===== src/rtl/autotest_pkg.sv =====
// rtl/autotest_pkg.sv - shared types and constants for the UUT result logger
package autotest_pkg;

  typedef enum logic [1:0] {
    ST_IDLE = 2'd0,
    ST_RUN  = 2'd1,
    ST_LOAD = 2'd2,
    ST_SEND = 2'd3
  } logger_state_t;

  localparam logic [7:0] HDR_BYTE           = 8'hA5;
  localparam int         STATUS_TIMEOUT_BIT = 0;

  // Header + status + counter bytes + result bytes.
  function automatic int record_bytes(input int cnt_width, input int output_size);
    return 2 + cnt_width / 8 + output_size / 8;
  endfunction

endpackage


===== src/rtl/spi_byte_writer.sv =====
// rtl/spi_byte_writer.sv - hands one byte to sdspihost over the w_byte/busy handshake
module spi_byte_writer (
  input  logic       clk,
  input  logic       rst,
  input  logic       req,
  input  logic       more,
  input  logic [7:0] data,
  output logic       ack,
  input  logic       spi_busy,
  output logic       spi_w_byte,
  output logic [7:0] spi_data_in
);

  localparam logic [2:0] WR_IDLE      = 3'd0;
  localparam logic [2:0] WR_WAIT_IDLE = 3'd1;
  localparam logic [2:0] WR_STROBE    = 3'd2;
  localparam logic [2:0] WR_WAIT_ACK  = 3'd3;
  localparam logic [2:0] WR_WAIT_DONE = 3'd4;

  logic [2:0] wr_state;

  // With more set, the next byte starts straight from WAIT_DONE without an idle hop.
  always_ff @(posedge clk or negedge rst) begin
    if (!rst) begin
      wr_state    <= WR_IDLE;
      spi_data_in <= 8'h00;
    end else begin
      case (wr_state)
        WR_IDLE: begin
          if (req) wr_state <= WR_WAIT_IDLE;
        end
        WR_WAIT_IDLE: begin
          if (!spi_busy) begin
            spi_data_in <= data;
            wr_state    <= WR_STROBE;
          end
        end
        WR_STROBE: begin
          wr_state <= WR_WAIT_ACK;
        end
        WR_WAIT_ACK: begin
          if (spi_busy) wr_state <= WR_WAIT_DONE;
        end
        WR_WAIT_DONE: begin
          if (!spi_busy) wr_state <= more ? WR_WAIT_IDLE : WR_IDLE;
        end
        default: begin
          wr_state <= WR_IDLE;
        end
      endcase
    end
  end

  assign spi_w_byte = (wr_state == WR_STROBE);
  assign ack        = (wr_state == WR_WAIT_DONE) && !spi_busy;

endmodule


===== src/rtl/uut_result_logger.sv =====
// rtl/uut_result_logger.sv - times a UUT run and streams {HDR, STATUS, count, result} to sdspihost
module uut_result_logger
  import autotest_pkg::*;
#(
  parameter int OUTPUT_SIZE    = 32,
  parameter int CNT_WIDTH      = 32,
  parameter int TIMEOUT_CYCLES = 2 ** 24
) (
  input  logic                   clk,
  input  logic                   rst,
  input  logic                   start,
  input  logic                   end_uut,
  input  logic [OUTPUT_SIZE-1:0] output_from_UUT,
  input  logic                   spi_busy,
  output logic                   spi_w_byte,
  output logic [7:0]             spi_data_in,
  output logic                   busy,
  output logic                   done,
  output logic                   timed_out
);

  localparam int N_BYTES = record_bytes(CNT_WIDTH, OUTPUT_SIZE);
  localparam int IDX_W   = $clog2(N_BYTES);
  localparam int REC_W   = 8 * N_BYTES;

  localparam logic [CNT_WIDTH-1:0] TIMEOUT_VAL = CNT_WIDTH'(TIMEOUT_CYCLES);
  localparam logic [CNT_WIDTH-1:0] CNT_ONE     = CNT_WIDTH'(1);
  localparam logic [IDX_W-1:0]     IDX_ONE     = IDX_W'(1);
  localparam logic [IDX_W-1:0]     LAST_IDX    = IDX_W'(N_BYTES - 1);

  if ((OUTPUT_SIZE % 8) != 0 || OUTPUT_SIZE < 8) begin : g_bad_output_size
    $error("OUTPUT_SIZE must be a non-zero multiple of 8");
  end
  if ((CNT_WIDTH % 8) != 0 || CNT_WIDTH < 8) begin : g_bad_cnt_width
    $error("CNT_WIDTH must be a non-zero multiple of 8");
  end
  if (TIMEOUT_CYCLES < 1 || (CNT_WIDTH < 31 && TIMEOUT_CYCLES >= (1 << CNT_WIDTH))) begin : g_bad_timeout
    $error("TIMEOUT_CYCLES must be in 1 .. 2**CNT_WIDTH-1");
  end

  logger_state_t          state;
  logic [CNT_WIDTH-1:0]   cnt;
  logic [CNT_WIDTH-1:0]   cnt_next;
  logic [CNT_WIDTH-1:0]   cap_cnt;
  logic [OUTPUT_SIZE-1:0] cap_out;
  logic [IDX_W-1:0]       byte_idx;
  logic [7:0]             status_byte;
  logic [7:0]             cur_byte;
  logic [REC_W-1:0]       rec_bits;
  logic [REC_W-1:0]       rec_shifted;
  logic                   wr_req;
  logic                   wr_more;
  logic                   wr_ack;

  assign cnt_next = cnt + CNT_ONE;

  // Leaving RUN at TIMEOUT_VAL is what keeps the counter from ever wrapping.
  always_ff @(posedge clk or negedge rst) begin
    if (!rst) begin
      state     <= ST_IDLE;
      cnt       <= '0;
      cap_cnt   <= '0;
      cap_out   <= '0;
      byte_idx  <= '0;
      timed_out <= 1'b0;
      done      <= 1'b0;
    end else begin
      done <= 1'b0;
      case (state)
        ST_IDLE: begin
          if (start) begin
            cnt       <= '0;
            timed_out <= 1'b0;
            state     <= ST_RUN;
          end
        end
        ST_RUN: begin
          cnt <= cnt_next;
          if (end_uut || cnt_next == TIMEOUT_VAL) begin
            cap_cnt   <= cnt_next;
            cap_out   <= output_from_UUT;
            timed_out <= !end_uut;
            state     <= ST_LOAD;
          end
        end
        ST_LOAD: begin
          byte_idx <= '0;
          state    <= ST_SEND;
        end
        ST_SEND: begin
          if (wr_ack) begin
            if (byte_idx == LAST_IDX) begin
              done  <= 1'b1;
              state <= ST_IDLE;
            end else begin
              byte_idx <= byte_idx + IDX_ONE;
            end
          end
        end
        default: begin
          state <= ST_IDLE;
        end
      endcase
    end
  end

  always_comb begin
    status_byte                     = 8'h00;
    status_byte[STATUS_TIMEOUT_BIT] = timed_out;
  end

  // Record is MSB-first, so byte k is the top byte after shifting left by k bytes.
  assign rec_bits    = {HDR_BYTE, status_byte, cap_cnt, cap_out};
  assign rec_shifted = rec_bits << {byte_idx, 3'b000};
  assign cur_byte    = rec_shifted[REC_W-1 -: 8];

  assign wr_req  = (state == ST_LOAD);
  assign wr_more = (byte_idx != LAST_IDX);
  assign busy    = (state != ST_IDLE);

  spi_byte_writer u_writer (
    .clk         (clk),
    .rst         (rst),
    .req         (wr_req),
    .more        (wr_more),
    .data        (cur_byte),
    .ack         (wr_ack),
    .spi_busy    (spi_busy),
    .spi_w_byte  (spi_w_byte),
    .spi_data_in (spi_data_in)
  );

endmodule


===== config.mk =====
export PLATFORM = sky130hd
export DESIGN_NAME = uut_result_logger
export DESIGN_NICKNAME = d
export VERILOG_FILES = /design/src/rtl/autotest_pkg.sv /design/src/rtl/spi_byte_writer.sv /design/src/rtl/uut_result_logger.sv
export SDC_FILE = /design/constraint.sdc
export NUM_CORES = 1
export LEC_CHECK = 0
export ABC_AREA = 0
export CORE_MARGIN = 4
export CORE_UTILIZATION = 59
export DETAILED_ROUTE_END_ITERATION = 8
export GPL_ROUTABILITY_DRIVEN = 0
export HOLD_SLACK_MARGIN = 0.03
export PLACE_DENSITY = 0.8
export SYNTH_ARGS = -nofsm -noshare
export SYNTH_HDL_FRONTEND = slang
export SYNTH_SLANG_ARGS = --single-unit

===== constraint.sdc =====
create_clock -name clk -period 4.15 [get_ports clk]
set_clock_uncertainty 0.15 [all_clocks]
set_input_delay 0.83 -clock clk [delete_from_list [all_inputs] [get_ports clk]]
set_output_delay 0.83 -clock clk [all_outputs]
set_load 0.005 [all_outputs]

==> flow_metrics.tcl, run 1 <==
set metrics [dict create \
    cts_tree "built" \
    nets 665 \
    ys_seq_area_share_pct 44.7 \
    critPathKind "reg -> reg" \
    clock.fmax_ghz 0.255 \
    ff2ff_setup_slack_ns 0.23 \
    grt_max_degree 62 \
    dieArea_sq_um 12600 \
    routed_via_density 6.40 \
    post_cts_buffers 0 \
    die_w_um 112 \
    slew_viol_final 0 \
    crit_path_end_kind "flop" \
    worstPathArrival_ns 4.19 \
    gr-usage-met3_pct 6.79 \
    yosysMostFrequentCell "dfrtp_1" \
    cts_resized 0 \
    grt_use_total_pct 26.4 \
    syn_area_per_cell_sq_um 11.0 \
    cts_buffers 17 \
    max_slew_margin_pct 48.2 \
    drt-total-wl_um 15900 \
    grt_pass1_wl_um 26300 \
    synth_ff_type "dfrtp_1" \
    portBuffers 48 \
    maxCapViolCount 0 \
    drive_above_1_share_pct 19.0 \
    grt_util_met2_pct 41.8 \
    power.leakage_nw 3.31 \
    finalSetupTns_ns 0 \
    powerDensity_nw_per_um2 581 \
    post_drt_wl_per_cell_um 20.7 \
    area_growth_syn_to_layout_pct 17.9 \
    clock_latency_ns 0.53 \
    remaining_drc_errors 0 \
    synth_top_cell_by_area "dfrtp_1" \
    period_share_pct 94.5 \
    syn_inst 586 \
    critPathRequiredTime_ns 4.42 \
    power_w 0.00441 \
    syn_nets 630 \
    clock_path_buffers 2 \
    rsz0062_at_grt "no" \
    first_global_vias 4887 \
    min_path_type "in -> async" \
    crit_path_max_fanout 27 \
    synth_edf_count 0 \
    async_flop_share_pct 100 \
    drtIter0Drc 427 \
    synth_commonest_cells "dfrtp_1 (115), mux2_4 (48), nand2_1 (44)" \
    core_area_sq_um 10500 \
    synth_area_leaders "dfrtp_1 (45%), mux2_4 (11%), mux2i_1 (3.3%), xnor2_1 (3.1%), o21ai_0 (3.0%)" \
    worstMarginPinSlew_ns 0.775 \
    final_antenna_net_count 0 \
    antennaDiodeCount 0 \
    top_usage_layer "met2" \
    rows 37 \
    yosys_warnings 0 \
    yosysUniqueCellTypes 59 \
    cts_hold_buf 0 \
    cts_max_level 4 \
    drt_first_pass_iters 5 \
    dp_hpwl_um 10500 \
    setup_viol 0 \
    antenna_found_initial 0 \
    clockRootBuffer "clkbuf_8" \
    clk_pin_slew_ns 0.06 \
    irDropWorstVdd_mv 0.318 \
    grt_overflow 0 \
    startpoint_type "flop" \
    syn_area_sq_um 6430 \
    yosysTopAreaCellShare_pct 44.7 \
    start_util_pct 61.5 \
    vias 4912 \
    ioPinCount 49 \
    fp.dieH_um 112 \
    cts.sinks 115 \
    ys_seq_elements 115 \
    status "complete, no violations" \
    use_met1_pct 35.1 \
    fin_crit_ns 3.92 \
    fill_cells 701 \
    hold_viol 0 \
]
sequential cells by signal (all words and copies together), names as in the netlist:
name	cells
cap_cnt	32
cap_out	32
cnt	32
u_writer.spi_data_in	8
byte_idx	4
u_writer.wr_state	3
state	2
done	1
timed_out	1
final timing paths:
path	cells after the start	to	start
setup / recovery	9	cap_out[21]$_DFFE_PN0P_	cnt[13]$_DFFE_PN0P_
hold / removal	1	cap_out[31]$_DFFE_PN0P_	rst
setup reg to reg	9	cap_out[21]$_DFFE_PN0P_	cnt[13]$_DFFE_PN0P_
hold reg to reg	1	cap_out[24]$_DFFE_PN0P_	cap_out[24]$_DFFE_PN0P_
max in group asynchronous	2	cnt[5]$_DFFE_PN0P_	rst
min in group clk	1	cap_out[24]$_DFFE_PN0P_	cap_out[24]$_DFFE_PN0P_
worst max-delay path, stage by stage (launching register included):
cell and delay (ns):
dfrtp_1 0.57, nand4_2 0.31, or4_1 0.63, or3_1 0.35, and4b_1 0.22, o2111ai_1 0.14
nor4_4 0.10, a21oi_4 0.65, buf_12 0.31, mux2_2 0.36
kinds of logic after synthesis:
kind of cell	count (synthesis)	synth area share, %
AND/OR/NAND/NOR	165	14.0
AO/OA/AOI/OAI	115	12.0
flip-flops	115	44.7
adder cells (fa/ha/maj)	7	1.36
multiplexers	86	18.9
XOR/XNOR	30	4.09
buffers and inverters	68	4.96
per-layer routing:
layer  share of wire (%)  wire length [um]
met2                  49              7740
met4                 3.6               566
met1                  42              6750
met5                   0                 0
met3                 5.4               859
final cells by class:
class / instances / area (sq um) / share of cell area (%)
sequential: 115 / 2880 / 38.0
tap: 136 / 170 / 2.24
timing repair buffer: 63 / 616 / 8.12
clock inverter: 8 / 126 / 1.67
multi-input combinational: 403 / 3240 / 42.7
clock buffer: 22 / 473 / 6.24
inverter: 21 / 78.8 / 1.04
report_power, final:
part           leakage [nW]  total, W  internal (W)  switching [W]
combinational          1.54   0.00130      0.000683       0.000612
sequential             1.49   0.00163       0.00140       0.000226
clock                 0.285   0.00148      0.000971       0.000509
total                  3.31   0.00441       0.00306        0.00135
cell usage in the layout, fill, tap and decap left out, types with 6 or more instances in the layout:
cell,count
a211oi_1,7
a21oi_1,10
a31oi_1,6
and2_1,7
and3_1,8
buf_4,14
clkbuf_16,16
clkdlybuf4s50_1,47
dfrtp_1,115
ha_1,7
inv_1,21
mux2_2,9
mux2_4,48
mux2i_1,21
mux4_2,8
nand2_1,44
nand3_1,18
nand4_1,13
nor2_1,26
nor3_1,10
o21a_1,7
o21ai_0,38
o221ai_1,8
o31ai_1,12
xnor2_1,23
xor2_1,7
per-stage QoR:
| stage | utilization [%] | hold WS (ns) | instance area (sq um) | cells | setup WS (ns) |
|---|---|---|---|---|---|
| 2_1_floorplan | - | 0.302 | 6430 | 586 | 0.858 |
| 3_3_place_gp | 66.7 | 0.332 | 6980 | 738 | 0.421 |
| 3_5_place_dp | 66.7 | 0.332 | 6980 | 738 | 0.311 |
| 4_1_cts | 72.5 | 0.230 | 7580 | 768 | 0.280 |
| 5_1_grt | 72.5 | 0.274 | 7580 | 768 | 0.0708 |
| 6_report | 72.5 | 0.216 | 7580 | 768 | 0.227 |
No activity file was read; power rests on OpenSTA's default activity.
==> run 2, diff against run 1 <==
--- a/config.mk
+++ b/config.mk
@@ -7,11 +7,13 @@
 export LEC_CHECK = 0
 export ABC_AREA = 0
 export CORE_MARGIN = 4
-export CORE_UTILIZATION = 59
+export CORE_UTILIZATION = 64
 export DETAILED_ROUTE_END_ITERATION = 8
+export DONT_BUFFER_PORTS = 1
 export GPL_ROUTABILITY_DRIVEN = 0
 export HOLD_SLACK_MARGIN = 0.03
 export PLACE_DENSITY = 0.8
+export SETUP_SLACK_MARGIN = 0.15
 export SYNTH_ARGS = -nofsm -noshare
 export SYNTH_HDL_FRONTEND = slang
 export SYNTH_SLANG_ARGS = --single-unit
==> run 2 against run 1 <==
  * Core utilization shrank 0.61 points
  * Clock-buffer cell count fell by 4
  * Register-to-register slack gained 0.16 ns
  * Sequential share of layout area grew 3.0 points
  * First-iteration DRC count increased by 13%
  * Sequential power barely moved
  * Largest power group unchanged
==> flow_metrics.tcl, run 2 (same netlist as run 1, synthesis figures left out) <==
set metrics [dict create \
    status "complete, no violations" \
    rows 36 \
    vias 4723 \
    path_cells "ha_1, nand4_1, buf_4, or4_1, nor3_1, xnor2_1, o2111ai_1, nor4_4, a21oi_4, buf_12, mux2_4" \
    drive_above_1_share_pct 20.1 \
    post_drt_wl_per_cell_um 21.5 \
    cts.sinks 115 \
    max_slew_margin_pct 23.9 \
    cts_max_level 4 \
    setup_viol 0 \
    finalSetupTns_ns 0 \
    worstMarginPinSlew_ns 1.14 \
    min_path_type "in -> async" \
    clock_latency_ns 0.52 \
    first_global_vias 4647 \
    critical_path.top_delay_family "simple AND/OR/NAND/NOR gates" \
    core_area_sq_um 9770 \
    start_util_pct 65.8 \
    maxCapViolCount 0 \
    crit_path_max_fanout 50 \
    critPathRequiredTime_ns 4.41 \
    instances_no_fill 714 \
    startpoint_type "flop" \
    place_inst 681 \
    clockRootBuffer "clkbuf_8" \
    layout_commonest_cell "dfrtp_1" \
    critPathKind "reg -> reg" \
    period_share_pct 90.6 \
    antennaDiodeCount 0 \
    crit_buf_inv 2 \
    fin_crit_ns 3.76 \
    clock_path_buffers 2 \
    cts_tree "built" \
    slew_viol_final 0 \
    top_regs "cap_cnt: 32 flops, cap_out: 32 flops, cnt: 32 flops" \
    irDropWorstVdd_mv 0.331 \
    cpMaxStageDelayCell "or4_1" \
    area_growth_syn_to_layout_pct 9.22 \
    drt_first_pass_iters 5 \
    cts_buffers 17 \
    powerDensity_nw_per_um2 596 \
    seqCellArea_sq_um 2880 \
    portBuffers 0 \
    multi_input_area_sq_um 3240 \
    routed_via_density 6.61 \
    cts_resized 0 \
    final_cell_mix "dfrtp_1 (115), mux2_4 (48), nand2_1 (44)" \
    power.leakage_nw 3.08 \
    fill_cells 658 \
    dp_hpwl_um 10200 \
    final_antenna_net_count 0 \
    die_w_um 108 \
    drtIter0Drc 483 \
    remaining_drc_errors 0 \
    worstPathArrival_ns 4.02 \
    dieArea_sq_um 11700 \
    grt_use_total_pct 27.6 \
    clk_pin_slew_ns 0.06 \
    crit_path_end_kind "flop" \
    antenna_found_initial 0 \
    rsz0062_at_grt "no" \
    grt_pass1_wl_um 24600 \
    clock.fmax_ghz 0.266 \
    hold_viol 0 \
    nets 612 \
    grt_max_degree 116 \
    grt_overflow 0 \
    drt-total-wl_um 15300 \
    cp_slowest_stage_delay_ns 0.59 \
    fp.dieH_um 108 \
    ioPinCount 49 \
]
-- run 2: final cells by class --
type	instances	area share (%)
multi-input cells	403	46.1
flip-flops and latches	115	41.0
clock buffers	18	6.09
well taps	133	2.37
clock inverters	14	1.78
repair buffers	10	1.53
inverters	21	1.12
-- run 2: routing by layer --
metal  GRT usage [%]  part of all wire, %  wire length, um  vias up
li1                -                    -                -     2104
met4            9.29                  2.5              388        0
met3            7.40                  7.6             1160       39
met2            44.4                   50             7610      238
met5               0                    0                0        -
met1            36.7                   40             6160     2342
-- run 2: stage by stage --
stage / cell area (sq um) / hold slack [ns] / util [%] / worst slack, ns / power, W
after CTS: 7020 / 0.126 / 71.9 / 0.463 / 0.00419
after global routing: 7020 / 0.119 / 71.9 / 0.183 / 0.00438
after global placement: 6440 / 0.326 / 65.9 / 0.639 / 0.00270
final: 7020 / 0.0749 / 71.9 / 0.390 / 0.00419
after floorplan: 6430 / 0.302 / - / 0.858 / 0.00252
after detailed placement: 6440 / 0.323 / 65.9 / 0.518 / 0.00278
-- run 2: final timing paths --
check	start	to	slack [ns]	cells after the start
max	cnt[0]$_DFFE_PN0P_	cap_out[31]$_DFFE_PN0P_	0.39	11
min	rst	cnt[20]$_DFFE_PN0P_	0.07	1
max reg2reg	cnt[0]$_DFFE_PN0P_	cap_out[31]$_DFFE_PN0P_	0.39	11
min reg2reg	cap_cnt[30]$_DFFE_PN0P_	cap_cnt[30]$_DFFE_PN0P_	0.35	1
max in group asynchronous	rst	cnt[1]$_DFFE_PN0P_	3.31	1
min in group clk	spi_busy	u_writer.wr_state[2]$_DFFE_PN0P_	0.28	1
-- run 2: repair_timing --
action / in CTS / in global routing
endpoints found under the hold margin: 115 / 0
hold buffers: 1 / 0
buffers inserted: 0 / 0
-- run 2: where the power goes --
group          switching (W)  internal (W)
clock               0.000564      0.000814
sequential          0.000237       0.00140
combinational       0.000584      0.000583
